File: src/rtl/sd_dma_pkg.sv
// Shared definitions for the SD DMA engine and its memory-side responder:
// responder FSM states, error-flag bit positions and the SD block size.
package sd_dma_pkg;

    typedef enum logic [2:0] {
        ST_IDLE,
        ST_REQ,
        ST_WAIT_R,
        ST_ACK,
        ST_HOLD
    } resp_state_e;

    localparam int ERR_MISALIGN = 0;
    localparam int ERR_RANGE    = 1;
    localparam int ERR_TIMEOUT  = 2;
    localparam int ERR_RW_BOTH  = 3;
    localparam int ERR_W        = 4;

    localparam int SD_BLOCK_WORDS = 128;

endpackage

File: src/rtl/sd_dma_mem_responder.sv
// Memory-side responder for the SD DMA word interface: turns level-held DMA
// requests into single 32-bit accesses on an arbitrated RAM port.
module sd_dma_mem_responder
    import sd_dma_pkg::*;
#(
    parameter int ADDR_W      = 14,
    parameter int HOLD_CYCLES = 1,
    parameter int TIMEOUT     = 1024
) (
    input  logic              clk,
    input  logic              rst,
    input  logic [31:0]       mem_request_addr,
    input  logic [31:0]       mem_request_data,
    input  logic              mem_request_read,
    input  logic              mem_request_write,
    output logic              mem_ready_set,
    output logic [31:0]       mem_data_in,
    output logic              ram_req,
    output logic              ram_we,
    output logic [ADDR_W-1:0] ram_addr,
    output logic [31:0]       ram_wdata,
    input  logic              ram_gnt,
    input  logic              ram_rvalid,
    input  logic [31:0]       ram_rdata,
    input  logic              err_clear,
    output logic [ERR_W-1:0]  err_flags,
    output logic [31:0]       beat_count
);

    localparam logic [15:0] TMO_LAST  = 16'(TIMEOUT - 1);
    localparam logic [3:0]  HOLD_LAST = 4'(HOLD_CYCLES - 1);

    resp_state_e       state_q, state_d;
    logic              we_q, we_d;
    logic [ADDR_W-1:0] addr_q, addr_d;
    logic [31:0]       wdata_q, wdata_d;
    logic [31:0]       rdata_q, rdata_d;
    logic [15:0]       tmo_q, tmo_d;
    logic [3:0]        hold_q, hold_d;
    logic [ERR_W-1:0]  err_q, err_d;
    logic [31:0]       beat_q, beat_d;

    logic req_any, req_both, req_misaligned, req_out_of_range;

    assign req_any          = mem_request_read | mem_request_write;
    assign req_both         = mem_request_read & mem_request_write;
    assign req_misaligned   = mem_request_addr[1:0] != 2'b00;
    assign req_out_of_range = (mem_request_addr >> (ADDR_W + 2)) != 32'd0;

    // NOTE: every _d gets its hold value first so no path through the case
    // below can leave a variable unassigned and infer a latch.
    always_comb begin
        state_d = state_q;
        we_d    = we_q;
        addr_d  = addr_q;
        wdata_d = wdata_q;
        rdata_d = rdata_q;
        tmo_d   = tmo_q;
        hold_d  = hold_q;
        beat_d  = beat_q;
        err_d   = err_clear ? '0 : err_q;

        unique case (state_q)
            ST_IDLE: begin
                if (req_both) begin
                    err_d[ERR_RW_BOTH] = 1'b1;
                end else if (req_any) begin
                    if (req_misaligned)   err_d[ERR_MISALIGN] = 1'b1;
                    if (req_out_of_range) err_d[ERR_RANGE]    = 1'b1;
                    if (!req_misaligned && !req_out_of_range) begin
                        we_d    = mem_request_write;
                        addr_d  = mem_request_addr[ADDR_W+1:2];
                        wdata_d = mem_request_data;
                        tmo_d   = '0;
                        state_d = ST_REQ;
                    end
                end
            end
            ST_REQ: begin
                tmo_d = tmo_q + 16'd1;
                if (ram_gnt) begin
                    state_d = we_q ? ST_ACK : ST_WAIT_R;
                end else if (tmo_q >= TMO_LAST) begin
                    err_d[ERR_TIMEOUT] = 1'b1;
                    state_d            = ST_IDLE;
                end
            end
            ST_WAIT_R: begin
                tmo_d = tmo_q + 16'd1;
                if (ram_rvalid) begin
                    rdata_d = ram_rdata;
                    state_d = ST_ACK;
                end else if (tmo_q >= TMO_LAST) begin
                    err_d[ERR_TIMEOUT] = 1'b1;
                    state_d            = ST_IDLE;
                end
            end
            ST_ACK: begin
                beat_d  = beat_q + 32'd1;
                hold_d  = '0;
                state_d = ST_HOLD;
            end
            ST_HOLD: begin
                // Keeps the sampler blind while the DMA advances its address.
                if (hold_q == HOLD_LAST) state_d = ST_IDLE;
                else                     hold_d  = hold_q + 4'd1;
            end
            default: state_d = ST_IDLE;
        endcase
    end

    // NOTE: state registers use non-blocking assignments so all of them
    // update together from the values of the previous cycle.
    always_ff @(posedge clk or posedge rst) begin
        if (rst) begin
            state_q <= ST_IDLE;
            we_q    <= 1'b0;
            addr_q  <= '0;
            wdata_q <= '0;
            rdata_q <= '0;
            tmo_q   <= '0;
            hold_q  <= '0;
            err_q   <= '0;
            beat_q  <= '0;
        end else begin
            state_q <= state_d;
            we_q    <= we_d;
            addr_q  <= addr_d;
            wdata_q <= wdata_d;
            rdata_q <= rdata_d;
            tmo_q   <= tmo_d;
            hold_q  <= hold_d;
            err_q   <= err_d;
            beat_q  <= beat_d;
        end
    end

    assign ram_req       = state_q == ST_REQ;
    assign ram_we        = ram_req & we_q;
    assign ram_addr      = addr_q;
    assign ram_wdata     = wdata_q;
    assign mem_ready_set = state_q == ST_ACK;
    assign mem_data_in   = rdata_q;
    assign err_flags     = err_q;
    assign beat_count    = beat_q;

endmodule

File: config.mk
export PLATFORM = sky130hd
export DESIGN_NAME = sd_dma_mem_responder
export DESIGN_NICKNAME = d
export VERILOG_FILES = /design/src/rtl/sd_dma_pkg.sv /design/src/rtl/sd_dma_mem_responder.sv
export SDC_FILE = /design/constraint.sdc
export NUM_CORES = 1
export LEC_CHECK = 0
export ABC_CLOCK_PERIOD_IN_PS = 6300
export CAP_MARGIN = 10
export CORE_MARGIN = 2
export CORE_UTILIZATION = 44
export CTS_CLUSTER_SIZE = 14
export DETAILED_ROUTE_END_ITERATION = 16
export PLACE_DENSITY = 0.8
export SLEW_MARGIN = 20
export SYNTH_ARGS = -nofsm -noshare
export SYNTH_HDL_FRONTEND = slang
export SYNTH_SLANG_ARGS = --single-unit
File: constraint.sdc
create_clock -name clk -period 6.3 [get_ports clk]
set_input_delay 1.26 -clock clk [delete_from_list [all_inputs] [get_ports clk]]
set_output_delay 1.26 -clock clk [all_outputs]
set_load 0.01 [all_outputs]
-- Word-level counts from Yosys, hierarchy flattened
Cells that the tools add are included.
- register bits: 138
- word-level logic and storage cells: 68
- add/subtract/negate cells: 3
- order comparisons: 1
- equal/unequal tests: 9
- mux-type cells: 27
- bitwise operators: 4
- reduce and logical (&&, ||, !) cells: 15
- operator list (operator ; count):
    2-to-1 mux 16 bit ; 3
    adder 32 x 1 -> 32 bit, second input constant ; 1
    case mux 16 bit (2 select lines) ; 1
    nonzero test 32 bit ; 1
    2-to-1 mux 3 bit ; 7
    adder 16 x 1 -> 16 bit, second input constant ; 1
    >= comparator 16 x 10 -> 1 bit, second input constant ; 1
    case mux 3 bit (5 select lines) ; 1
    AND reduction 4 bit ; 3
    inequality test 2 bit, second input constant ; 5
    2-to-1 mux 1 bit ; 8
    2-to-1 mux 4 bit ; 2
    case mux 4 bit (2 select lines) ; 1
    == test 3 x 2 -> 1 bit, second input constant ; 2
    2-to-1 mux 2 bit ; 3
    nonzero test 2 bit ; 3
    adder 4 x 1 -> 4 bit, second input constant ; 1
    zero test 4 bit ; 1
    AND reduction 2 bit ; 2
    == test 3 x 1 -> 1 bit, second input constant ; 1
    == test 3 bit, second input constant ; 1
    zero test 3 bit ; 1
    bitwise AND 1 bit ; 2
    zero test 1 bit ; 2
    other kinds (5) ; 5

-- Longest topological paths before layout
- depth in word-level cells: 7
- mapped depth: 9
- gate-level depth less buffers: 7

-- Worst setup path after synthesis
No wires, ideal clock.
- kind: input to register
- start: input mem_request_addr[22]
- end: register addr_q[0], in the netlist ram_addr[0]
- data arrival time: 2.637 ns
- path slack: 3.538 ns
- cell stages on the path: 7
- path buffers: 2
- cells stage by stage: nor4_1 > and2_1 > nand2_1 > nor2_1 > buf_4 > buf_4 > mux2_2
- cells in the longest elaborated chain, start to end: 4
- RTL lines (element ; line ; text):
    start, declared ; sd_dma_mem_responder.sv:12 ; input logic [31:0] mem_request_addr,
    nonzero test 32 bit ; sd_dma_mem_responder.sv:48 ; assign req_out_of_range = (mem_request_addr >> (ADDR_W + 2)) != 32'd0;
    zero test 1 bit ; sd_dma_mem_responder.sv:70 ; if (!req_misaligned && !req_out_of_range) begin
    logical AND 1 bit ; sd_dma_mem_responder.sv:70 ;
    AND reduction 4 bit (no line) ; n/a ;
    end signal, assigned ; sd_dma_mem_responder.sv:128 ; addr_q <= addr_d;
    end, declared ; sd_dma_mem_responder.sv:35 ; logic [ADDR_W-1:0] addr_q, addr_d;
Every way passes these cells.
A chain may end at the register's enable or synchronous reset.

-- Worst setup path after layout
- start: register state_q[0]
- end: output ram_we
- cells in the longest elaborated chain, start to end: 2
- RTL lines (element ; line ; text):
    start, declared ; sd_dma_mem_responder.sv:33 ; resp_state_e state_q, state_d;
    start signal, assigned ; sd_dma_mem_responder.sv:126 ; state_q <= state_d;
    == test 3 x 1 -> 1 bit ; sd_dma_mem_responder.sv:138 ; assign ram_req = state_q == ST_REQ;
    bitwise AND 1 bit ; sd_dma_mem_responder.sv:139 ; assign ram_we = ram_req & we_q;
    end, declared ; sd_dma_mem_responder.sv:19 ; output logic ram_we,
Every way passes these cells.

==> flow_metrics.env <==
export IMPL_ys_ff_latch=138
export IMPL_ys_dominant_reg_cell="dfrtp_1"
export IMPL_ir_drop_v=0.000272
export IMPL_hold_buffers=0
export IMPL_post_cts_setup_buffer_count=0
export IMPL_drt_total_wl_microns=14400
export IMPL_placedCellCount=846
export IMPL_diodes=0
export IMPL_powerDensity_nw_per_um2=331
export IMPL_antenna_found_initial=0
export IMPL_dp_hpwl_microns=10300
export IMPL_design_area_sq_um=8880
export IMPL_clock_power_share_pct=36.5
export IMPL_critical_path_arrival_ps=2160
export IMPL_dp_slack_ps=2550
export IMPL_viasPerCell=5.13
export IMPL_status="completed"
export IMPL_crit_required_ps=5040
export IMPL_drt_iter0_drc=230
export IMPL_ys_seq_area_share_pct=59.1
export IMPL_finalWorstSetupSlack_ps=2880
export IMPL_synthesis_yosys_warnings=0
export IMPL_p_int_mw=2.17
export IMPL_fp_row_count=42
export IMPL_ys_types=44
export IMPL_swShare_pct=26.4
export IMPL_worstSetupPathType="reg2out"
export IMPL_start_kind="register"
export IMPL_layout_min_cycle_time_ps=3420
export IMPL_clkSlewWorstSetupHoldPaths_ps=50
export IMPL_min_path_type="reg2reg"
export IMPL_setup_tns_ps=0
export IMPL_n_fill_cell=919
export IMPL_num_io_pins=220
export IMPL_syn_nets=573
export IMPL_synth_area_leaders="dfrtp_1 59%, mux2_2 16%, xnor2_1 4.2%, nand3_1 1.9%, nand2_1 1.8%"
export IMPL_root_buffer="clkbuf_16"
export IMPL_stdcell_count=877
export IMPL_seqPwrFrac_pct=38.7
export IMPL_io_buffers=219
export IMPL_fin_nets=798
export IMPL_async_reset_ff_share_pct=100
export IMPL_switching_power_mw=0.776
export IMPL_syn_area_sq_um=5850
export IMPL_place_congestion=0.838
export IMPL_cap_viol_max_count=0
export IMPL_syn2layout_area_growth_pct=51.8
export IMPL_rsz0062_at_grt="false"
export IMPL_yosysTopAreaCell="dfrtp_1"
export IMPL_startpoint="state_q[0]"
export IMPL_placed_area_sq_um=8240
export IMPL_multi_input_area_sq_um=2250
export IMPL_die_y_microns=119
export IMPL_core_sq_um=13100
export IMPL_r2r_start="state_q[0]"
export IMPL_slew_headroom_pct=46.5
export IMPL_start_util_pct=44.7
export IMPL_cts_tree="yes"
export IMPL_grt_pass1_vias=4575
export IMPL_overflow=0
export IMPL_avgSynthCellArea_sq_um=12.6
export IMPL_clock_latency_ps=410
export IMPL_path_max_fanout=13
export IMPL_cts_num_sinks=138
export IMPL_worstMarginPinSlew_ps=790
export IMPL_cts_buffers=17
export IMPL_die_x_microns=119
export IMPL_fin_crit_sh_pct=54.3
export IMPL_timing_fmax_mhz=292
export IMPL_wire_per_inst_microns=16.4
export IMPL_first_pass_iters=4
export IMPL_syn_inst=464
export IMPL_final_max_slew_viol_count=0
export IMPL_end_kind="output pin"
export IMPL_grt_pass1_wl_microns=23300
export IMPL_skew_ps=5.57
export IMPL_htreeDepth=4
export IMPL_grt_max_degree=81
export IMPL_leakagePower_nw=3.82
export IMPL_drive_gt1_share_pct=18.0
export IMPL_setup_viol=0
export IMPL_die_area_sq_um=14200
export IMPL_vias=4499
export IMPL_power_frac_comb_pct=24.8
export IMPL_synth_top_area_share_pct=59.1
export IMPL_postCtsResizedCells=0
export IMPL_drtAntennaViolNets=0
export IMPL_hold_viol=0
export IMPL_hp_start="beat_count[31]"
export IMPL_register_area_sq_um=3450
export IMPL_route_detailed_drc=0
export IMPL_cts_buffer_depth=2
export IMPL_grt_usage_pct=21.0
export IMPL_synth_edff_count=0
## metal layers
| layer | vias to the layer above | wire, microns | GRT usage, % |
|---|---|---|---|
| li1 | 2096 | - | - |
| met1 | 2232 | 5790 | 25.3 |
| met2 | 147 | 7530 | 35.5 |
| met3 | 24 | 761 | 5.84 |
| met4 | 0 | 305 | 8.41 |
| met5 | - | 0 | 0 |
## worst max-delay path, stage by stage, from the launching register on
cell and delay (ps):
dfrtp_1 580, nor3b_1 430, and2_1 200, clkdlybuf4s50_1 540
## flip-flops by register name (all words and copies together), names as in the netlist
register / flops
ram_addr: 14
we_q: 1
tmo_q: 16
beat_count: 32
hold_q: 4
err_flags: 4
ram_wdata: 32
mem_data_in: 32
state_q: 3
## cell usage after synthesis (6+ instances only)
cell	n
dfrtp_1	138
mux2_2	81
nand2_1	28
xnor2_1	28
nand3_1	22
nor2_1	20
a21oi_1	17
inv_1	16
o21ai_0	13
nand4_1	10
buf_2	9
ha_1	6
or4_1	6
## layout by cell type, fill, tap and decap left out, drive strengths merged, types with 2 or more instances in the layout
cell type      instances
clkdlybuf4s50        219
dfrtp                138
mux2                  81
nand2                 28
xnor2                 28
nand3                 23
nor2                  20
clkbuf                19
a21oi                 17
inv                   16
o21ai                 13
nand4                 10
nor3                   7
or4                    6
ha                     6
and3                   6
nor4                   5
and2                   5
xor2                   5
o31ai                  5
bufinv                 5
or3                    5
clkinv                 5
buf                    4
and4                   3
a31oi                  3
nand2b                 2
clkinvlp               2
nor3b                  2
## final timing paths
| path | endpoint | cells past startpoint | slack (ps) |
|---|---|---|---|
| hold reg to reg | beat_count[31] | 1 | 480 |
| min in group asynchronous | mem_data_in[27] | 2 | 1340 |
| hold / removal | beat_count[31] | 1 | 480 |
| setup reg to reg | ram_wdata[19] | 5 | 3700 |
| setup / recovery | ram_we | 3 | 2880 |
| max in group asynchronous | tmo_q[0] | 3 | 3720 |
## stage by stage
step                util (%)  hold WS, ps  power, mW
floorplan                  -          472       1.48
global route            67.8          509       3.08
global placement        62.7          461       1.86
detailed placement      62.9          478       1.89
finish                  67.8          484       2.94
CTS                     67.8          485       2.97
## final cells by class
class / count / share of cell area, %
clock buffer: 19 / 4.99
multi-input combinational: 293 / 25.4
sequential: 138 / 38.9
inverter: 16 / 0.733
tap: 176 / 2.48
clock inverter: 12 / 2.23
timing repair buffer: 223 / 25.3
## power by group through the flow
stage | clock network, mW | registers, mW | logic, mW
floorplan | 0 | 1.19 | 0.292
global placement | 0 | 1.14 | 0.716
detailed placement | 0 | 1.15 | 0.735
CTS | 1.09 | 1.14 | 0.740
global route | 1.14 | 1.16 | 0.785
finish | 1.07 | 1.14 | 0.730
## logic make-up (layout without fill, tap and decap cells)
kind of cell	Yosys count	count (layout)	synth area share [%]
AO/OA/AOI/OAI	45	45	4.52
adder cells (fa/ha/maj)	6	6	1.28
AND/OR/NAND/NOR	127	127	11.8
multiplexers	82	82	15.8
flip-flops	138	138	59.1
buffers and inverters	33	270	2.57
XOR/XNOR	33	33	4.94
No activity file was read; power rests on OpenSTA's default activity.
==> edit (same flow settings) <==
The parameter `HOLD_CYCLES` goes from 1 to 0.
--- a/src/rtl/sd_dma_mem_responder.sv
+++ b/src/rtl/sd_dma_mem_responder.sv
@@ -6,3 +6,3 @@
     parameter int ADDR_W      = 14,
-    parameter int HOLD_CYCLES = 1,
+    parameter int HOLD_CYCLES = 0,
     parameter int TIMEOUT     = 1024
Check against the original RTL: not equivalent (Yosys sat finds a counterexample within 10 cycles, from zero or initial values and one cycle with rst high).
==> edit against the original RTL <==
- synthesized area is 0.17% higher
- largest power group unchanged
- worst setup slack worse by 47 ps
- total power rose by 1.4%
- sequential cell count unchanged
- final area about the same
- wire length down 0.37%
==> edit: results (changes against the original RTL) <==
\begin{tabular}{lr}
\hline
Metric & Value \\
\hline
\multicolumn{2}{l}{\textbf{Run status}} \\
\quad Status & complete, no violations \\
\multicolumn{2}{l}{\textbf{GRT}} \\
\quad Pin count of the biggest net entering global routing & 86 (+6.2\%) \\
\quad Number of global-route vias before repair & 4654 (+1.7\%) \\
\quad Wire length of the first global-routing pass & 23.3 mm (-0.24\%) \\
\quad Antenna violations before repair & 0 (unchanged) \\
\quad Total Routing Usage GR & 0.207 (-0.00323) \\
\multicolumn{2}{l}{\textbf{Timing}} \\
\quad Maximum clock skew at final layout & 7.76 ps (+2.19 ps) \\
\quad Worst Tran Pin Value & 947 ps (+157 ps) \\
\multicolumn{2}{l}{\textbf{Route}} \\
\quad WL/cell & 16.2 microns (-1.2\%) \\
\quad Drt first-iter violations & 336 (+46\%) \\
\quad Per-cell via count in the routed design & 5.12 (-0.15\%) \\
\multicolumn{2}{l}{\textbf{Yosys}} \\
\quad Number of distinct library cell variants in the gate-level netlist after synthesis & 42 (-4.5\%) \\
\quad Share of the yosys chip area belonging to registers & 0.590 (-0.00101) \\
\quad Ranking of synthesized cells by instance count & sky130\_fd\_sc\_hd\_\_dfrtp\_1 (138), sky130\_fd\_sc\_hd\_\_mux2\_2 (80), sky130\_fd\_sc\_hd\_\_nand2\_1 (35) \\
\quad Net count after synthesis & 578 (+0.87\%) \\
\quad Most area-consuming cells after synthesis & sky130\_fd\_sc\_hd\_\_dfrtp\_1 (59\%), sky130\_fd\_sc\_hd\_\_mux2\_2 (15\%), sky130\_fd\_sc\_hd\_\_xnor2\_1 (3.6\%) \\
\multicolumn{2}{l}{\textbf{Placed design}} \\
\quad Sum of net half-perimeters after detailed placement & 10.3 mm (-0.47\%) \\
\quad Area post-placement & 8240 sq um (about the same) \\
\quad Global placer's final weighted congestion & 0.812 (-3.0\%) \\
\multicolumn{2}{l}{\textbf{Final layout}} \\
\quad Layout cell share with drive strength beyond 1 & 0.175 (-0.00460) \\
\quad Number of fillers in the final layout & 971 (+5.7\%) \\
\quad Post-layout net count & 804 (+0.75\%) \\
\multicolumn{2}{l}{\textbf{Setup path}} \\
\quad Cell with the biggest individual delay on the critical path & sky130\_fd\_sc\_hd\_\_nor2\_4 \\
\quad Max FO, Critical Path & 27 (+14) \\
\quad Crit path arrival time & 3760 ps (+1600 ps) \\
\quad Highest cell delay on the worst timing path & 560 ps (-20 ps) \\
\quad CP Launch Point & mem\_request\_addr[22] \\
\quad R2R setup slack & 3850 ps (+150 ps) \\
\multicolumn{2}{l}{\textbf{Pwr}} \\
\quad Maximum ir drop on the vdd rail & 0.236 mV (-13\%) \\
\quad Static leakage & 3.81 nW (-0.15\%) \\
\quad Power Density & 337 nW/um\^{}2 (+1.5\%) \\
\quad Switching power share of the total & 0.277 (+0.0129) \\
\multicolumn{2}{l}{\textbf{CTS}} \\
\quad CTS Root Buffer Type & sky130\_fd\_sc\_hd\_\_clkbuf\_16 \\
\multicolumn{2}{l}{\textbf{Min path}} \\
\quad Path category of the worst min-delay check & reg2reg \\
\hline
\end{tabular}
-- edit: changes by cell type after synthesis, sizes merged, moves of 2 or more --
cell,before,now
nand2,28,35
and2,5,3
nor2,20,18
xnor2,28,24
xor2,5,8
o21ai,13,19
or4,6,8
-- edit: cell families (layout without fill, tap and decap cells) --
group | after synthesis | count (layout) | share of synthesized area
adder cells (fa/ha/maj) | 5 | 5 | 0.0107
multiplexers | 80 | 80 | 0.154
flip-flops | 138 | 138 | 0.590
AND/OR/NAND/NOR | 134 | 134 | 0.123
buffers and inverters | 31 | 269 | 0.0248
AO/OA/AOI/OAI | 50 | 50 | 0.0498
XOR/XNOR | 32 | 32 | 0.0479
-- edit: stage by stage --
stage	instances	hold WS [ps]	power (mW)	setup WS [ps]
finish	884	484	2.98	2830
detailed placement	853	476	1.94	2390
floorplan	470	472	1.54	1340
CTS	884	487	3.01	2820
global placement	852	461	1.91	2180
global route	884	508	3.14	2700
-- edit: area by class of cell --
cell class              instances  share of cell area
multi-input cells             301               0.256
repair buffers                222               0.252
clock buffers                  19              0.0511
inverters                      16             0.00734
clock inverters                12              0.0195
well taps                     176              0.0248
flip-flops and latches        138               0.389
-- edit: layer usage --
layer | routed length, microns | part of all wire | track usage
met4 | 228 | 0.016 | 0.0728
met3 | 1010 | 0.071 | 0.0699
met5 | 0 | 0 | 0
met2 | 7240 | 0.51 | 0.343
met1 | 5850 | 0.41 | 0.252
-- edit: power groups by stage --
stage	clock [mW]	sequential (mW)	combinational, mW
finish	1.05	1.16	0.767
global route	1.12	1.18	0.836
CTS	1.08	1.16	0.774
detailed placement	0	1.18	0.764
global placement	0	1.16	0.745
floorplan	0	1.20	0.339
-- edit: how the worst min path moves through the flow --
stage,from,to,slack (ps),cells after the start
final,beat_count[31],beat_count[31],480,1
after floorplan,tmo_q[9],tmo_q[9],470,1
after global placement,beat_count[31],beat_count[31],460,1
after detailed placement,beat_count[31],beat_count[31],480,1
after global routing,beat_count[27],beat_count[27],510,1
after CTS,beat_count[31],beat_count[31],490,1
